==> config.mk <==
export PLATFORM = sky130hd
export DESIGN_NAME = pipe_stage_latch
export DESIGN_NICKNAME = d
export VERILOG_FILES = /design/src/rtl/pipe_stage_latch.sv
export SDC_FILE = /design/constraint.sdc
export NUM_CORES = 1
export LEC_CHECK = 0
export CAP_MARGIN = 20
export CORE_MARGIN = 2
export CORE_UTILIZATION = 45
export CTS_CLUSTER_DIAMETER = 120
export DETAILED_ROUTE_END_ITERATION = 10
export PLACE_DENSITY = 0.8
export SYNTH_ARGS = -nofsm -noshare
export SYNTH_HDL_FRONTEND = slang
export SYNTH_SLANG_ARGS = --single-unit
==> constraint.sdc <==
create_clock -name clk -period 3.15 [get_ports clk]
set_input_delay 0.4725 -clock clk [delete_from_list [all_inputs] [get_ports clk]]
set_output_delay 0.4725 -clock clk [all_outputs]
set_load 0.1 [all_outputs]
==> src/rtl/pipe_stage_latch.sv <==
// Purpose : LC-3b inter-stage latch; carries one stage bundle (npc, cs, ir, sr1, sr2, cc, drid)
// Latency : 1 cycle from accept (up_valid&&up_ready) to dn_valid; order preserved, 1 beat/cycle
// Backpr. : 2-entry skid (main + skid); up_ready = !skid valid, so it is a pure register output
//
// Ports:
//   clk, rst_n        clock (rising edge), asynchronous active-low reset
//   flush             synchronous squash of all held beats; an offered beat that cycle is dropped
//   up_valid/up_ready upstream handshake; *_in bundle fields
//   dn_valid/dn_ready downstream handshake; *_out bundle fields, driven from the main register
//   stall_cnt         cycles with dn_valid && !dn_ready   (only with PIPE_STAGE_PERF_EN)
//   bubble_cnt        cycles with !dn_valid && dn_ready   (only with PIPE_STAGE_PERF_EN)
//
// Optional build macro: PIPE_STAGE_PERF_EN adds the saturating stall/bubble counters.
// Counters are cleared only by rst_n; flush leaves them alone.

module pipe_stage_latch #(
    parameter int WORD_W = 16,
    parameter int CS_W   = 20,
    parameter int CC_W   = 3,
    parameter int DRID_W = 3,
    parameter int CNT_W  = 16
) (
    input  logic              clk,
    input  logic              rst_n,
    input  logic              flush,
    input  logic              up_valid,
    output logic              up_ready,
    input  logic [WORD_W-1:0] npc_in,
    input  logic [CS_W-1:0]   cs_in,
    input  logic [WORD_W-1:0] ir_in,
    input  logic [WORD_W-1:0] sr1_in,
    input  logic [WORD_W-1:0] sr2_in,
    input  logic [CC_W-1:0]   cc_in,
    input  logic [DRID_W-1:0] drid_in,
    output logic              dn_valid,
    input  logic              dn_ready,
    output logic [WORD_W-1:0] npc_out,
    output logic [CS_W-1:0]   cs_out,
    output logic [WORD_W-1:0] ir_out,
    output logic [WORD_W-1:0] sr1_out,
    output logic [WORD_W-1:0] sr2_out,
    output logic [CC_W-1:0]   cc_out,
    output logic [DRID_W-1:0] drid_out
`ifdef PIPE_STAGE_PERF_EN
    ,
    output logic [CNT_W-1:0]  stall_cnt,
    output logic [CNT_W-1:0]  bubble_cnt
`endif
);

    typedef struct packed {
        logic [WORD_W-1:0] npc;
        logic [CS_W-1:0]   cs;
        logic [WORD_W-1:0] ir;
        logic [WORD_W-1:0] sr1;
        logic [WORD_W-1:0] sr2;
        logic [CC_W-1:0]   cc;
        logic [DRID_W-1:0] drid;
    } bundle_t;

    // EMPTY: main invalid; ONE: main valid; FULL: main and skid valid.
    typedef enum logic [1:0] {
        EMPTY = 2'd0,
        ONE   = 2'd1,
        FULL  = 2'd2
    } state_t;

    state_t  r_state;
    state_t  w_state_nxt;
    bundle_t r_main;
    bundle_t r_skid;
    bundle_t w_in;
    logic    w_ld_main;
    logic    w_main_from_skid;
    logic    w_ld_skid;

    assign w_in = '{npc: npc_in, cs: cs_in, ir: ir_in, sr1: sr1_in,
                    sr2: sr2_in, cc: cc_in, drid: drid_in};

    // Both handshake outputs come straight from the state register.
    assign dn_valid = (r_state != EMPTY);
    assign up_ready = (r_state != FULL);

    assign npc_out  = r_main.npc;
    assign cs_out   = r_main.cs;
    assign ir_out   = r_main.ir;
    assign sr1_out  = r_main.sr1;
    assign sr2_out  = r_main.sr2;
    assign cc_out   = r_main.cc;
    assign drid_out = r_main.drid;

    always_comb begin
        w_state_nxt      = r_state;
        w_ld_main        = 1'b0;
        w_main_from_skid = 1'b0;
        w_ld_skid        = 1'b0;
        if (flush) begin
            // Squash everything held; data registers keep stale contents
            // but they are unobservable behind dn_valid=0.
            w_state_nxt = EMPTY;
        end else begin
            unique case (r_state)
                EMPTY: begin
                    if (up_valid) begin
                        w_ld_main   = 1'b1;
                        w_state_nxt = ONE;
                    end
                end
                ONE: begin
                    if (dn_ready && up_valid) begin
                        w_ld_main = 1'b1;
                    end else if (dn_ready) begin
                        w_state_nxt = EMPTY;
                    end else if (up_valid) begin
                        w_ld_skid   = 1'b1;
                        w_state_nxt = FULL;
                    end
                end
                FULL: begin
                    // Input ignored here: up_ready is low.
                    if (dn_ready) begin
                        w_ld_main        = 1'b1;
                        w_main_from_skid = 1'b1;
                        w_state_nxt      = ONE;
                    end
                end
                default: w_state_nxt = EMPTY;
            endcase
        end
    end

    always_ff @(posedge clk or negedge rst_n) begin
        if (!rst_n) begin
            r_state <= EMPTY;
        end else begin
            r_state <= w_state_nxt;
        end
    end

    always_ff @(posedge clk or negedge rst_n) begin
        if (!rst_n) begin
            r_main <= '0;
            r_skid <= '0;
        end else begin
            if (w_ld_main) begin
                r_main <= w_main_from_skid ? r_skid : w_in;
            end
            if (w_ld_skid) begin
                r_skid <= w_in;
            end
        end
    end

`ifdef PIPE_STAGE_PERF_EN
    logic [CNT_W-1:0] r_stall_cnt;
    logic [CNT_W-1:0] r_bubble_cnt;

    assign stall_cnt  = r_stall_cnt;
    assign bubble_cnt = r_bubble_cnt;

    // Saturating counters: stick at all-ones rather than wrap.
    always_ff @(posedge clk or negedge rst_n) begin
        if (!rst_n) begin
            r_stall_cnt  <= '0;
            r_bubble_cnt <= '0;
        end else begin
            if (dn_valid && !dn_ready && (r_stall_cnt != {CNT_W{1'b1}})) begin
                r_stall_cnt <= r_stall_cnt + CNT_W'(1);
            end
            if (!dn_valid && dn_ready && (r_bubble_cnt != {CNT_W{1'b1}})) begin
                r_bubble_cnt <= r_bubble_cnt + CNT_W'(1);
            end
        end
    end
`endif

endmodule

==> results.toml <==
[layout]
final_layout_size_suffix_gt1_frac = 0.564
num-nets-final = 779
multi_input_area_um2 = 3500
fin_cells = 926
diodes = 0
syn_to_final_growth_pct = 29.9
regArea_um2 = 4550
fillers = 1407

[worst_hold_path]
hold_class = "primary input to async pin"

[setup_path]
cp-start-kind = "register"
slowest_delay_ns = 0.98
path_max_fanout = 6
cp_top_family = "buffers and inverters"
cp_cell_sequence = "or2_2 -> clkdlybuf4s50_1"
criticalPathCategory = "register to output port"
cp_num_buf_inv = 1
worstPathRequired_ns = 2.68
arrival_ns = 2.18
slowest_stage = "clkdlybuf4s50_1"
cp-end-kind = "output port"

[placed_design]
pre_cts_ws_ns = 0.465
hpwlAfterDp_um = 11200
port_buffers = 186
gp_congestion = 0.748
placedCellCount = 894

[global_route]
grt_overflow = 0
grt_pass1_vias = 5579
grt.total_usage = 0.185
grt_pass1_wl_um = 28800
grt_antenna_before_repair = 0
grt_max_degree = 92

[sta]
setup_ws_ns = 0.501
period_share = 0.841
fin_skew_ns = 0.00692
fin_crit_ns = 2.65
grt_setup_unrepaired = "no"
slew_violations = 0
maxSlewHeadroom = 0.342
max_slew.worst_pin.slew_ns = 0.984
hold_violations = 0
finalSetupTns_ns = 0
setup_viol = 0
max_freq_ghz = 0.378

[clock_tree]
cts_resized = 0
hold_buffers = 0
cts_setup_buffers = 0
cts-root-buf = "clkbuf_16"
numClockSinks = 182
cts_buffers = 17
cts_buffer_depth = 2
worstSkewPairLatency_ns = 0.42
cts_tree = "built"
h-tree-depth = 4
clk_pin_slew_worst_paths_ns = 0.07

[floorplan]
die_w_um = 140
die_h_um = 140
dieArea_um2 = 19500
core_area_um2 = 18000
ios = 187
rows = 49
initial_core_util = 0.459

[drt]
wl_per_cell_um = 18.6
drc = 0
drtIter0Drc = 88
drt-pass1-iter-count = 4
final_antenna_net_count = 0
drt_wl_total_um = 17200
route.vias.total = 4775
viasPerCell = 5.16

[synthesis]
ys_seq_area_frac = 0.551
synth.distinct_cells = 19
syn_nets = 590
syn_area_per_cell_um2 = 16.7
syn-cell-area_um2 = 8270
synth_seq_cells = 182
synth_warnings = 0
syn_inst = 495

[pwr]
power_frac_comb = 0.385
p_total_uw = 8830
p_sw_uw = 3540
netSwitchingFraction = 0.401
intPower_uw = 5290
p_per_area_nw_per_um2 = 822
p_leak_uw = 0.00494
ir_drop_uv = 720
seq_power_share = 0.368
clockPowerShare = 0.247

[run]
drv_cap = 0

[status]
status = "completed"
==> worst register-to-register path: stages (launching register included) <==
cell,delay [ns]
dfrtp_1,0.45
nand2b_1,0.27
nor2_4,0.41
buf_12,0.28
mux2_2,0.37
mux2_2,0.28
==> layout make-up <==
class	count	area share
repair buffers	198	0.167
multi-input cells	285	0.326
clock inverters	11	0.0128
well taps	229	0.0267
flip-flops and latches	182	0.424
clock buffers	21	0.0438
==> cells in the mapped netlist, drive strengths merged <==
master,count,area (um^2)
nand2,1,3.75
nor2,2,15.0
or4b,1,10.0
a21oi,2,10.0
buf,28,225
o31ai,2,20.0
or2,1,6.26
or3b,1,8.76
mux2,270,3370
a21o,1,7.51
dfrtp,182,4550
nand2b,4,32.5
==> state kept, by name, summed over array words and instances, names as in the netlist, 3 cells and up <==
signal	flops
sr1_out	16
cs_out	20
cc_out	3
ir_out	16
r_skid	90
drid_out	3
npc_out	16
sr2_out	16
==> routing by layer <==
layer,routed length (um),vias up,track usage
met5,0,-,0
met3,1010,30,0.0575
li1,-,2159,-
met4,391,0,0.0621
met2,8590,131,0.312
met1,7210,2455,0.226
==> power by group through the flow <==
stage | clock [uW] | combinational [uW] | sequential [uW]
after floorplan | 0 | 875 | 4990
after global placement | 0 | 3370 | 3240
after detailed placement | 0 | 3420 | 3270
after CTS | 2230 | 3430 | 3250
after global routing | 2330 | 3520 | 3320
final | 2180 | 3400 | 3240
==> layout by cell type (no fill, tap or decap) <==
cell type	count
dfrtp_1	182
mux2_2	163
buf_4	98
clkdlybuf4s50_1	94
mux2_4	89
mux2_1	18
clkbuf_16	17
clkinv_4	5
buf_12	5
nand2b_1	3
clkbuf_8	3
inv_6	3
a21oi_1	2
bufinv_16	2
or2_2	1
nor2_4	1
nand2b_4	1
a21o_1	1
o31ai_4	1
or4b_4	1
nand2_1	1
or3b_2	1
nor2_1	1
o31ai_1	1
clkbuf_1	1
clkinvlp_4	1
buf_6	1
==> logic make-up (layout without fill, tap and decap cells) <==
kind of cell,Yosys count,count (layout),share of synthesized area
AO/OA/AOI/OAI,5,5,0.00454
buffers and inverters,28,230,0.0272
flip-flops,182,182,0.551
multiplexers,270,270,0.408
AND/OR/NAND/NOR,10,10,0.00923
==> final timing paths <==
check,start,to,slack (ns),cells after the start
setup reg to reg,r_state[0],npc_out[5],0.97,5
hold / removal,rst_n,sr2_out[5],0.03,1
hold reg to reg,cs_out[6],cs_out[6],0.51,1
max in group asynchronous,rst_n,r_skid[46],2.27,2
setup / recovery,r_state[0],dn_valid,0.50,2
min in group clk,cs_out[6],cs_out[6],0.51,1
==> through the flow <==
step                      area, um^2  hold slack, ns  utilization
after floorplan                 8270           0.177            -
after global placement         10100           0.486        0.562
after detailed placement       10100           0.489        0.562
after CTS                      10700          0.0455        0.596
after global routing           10700          0.0672        0.596
final                          10700          0.0253        0.596
Power figures use the tool's default switching activity.
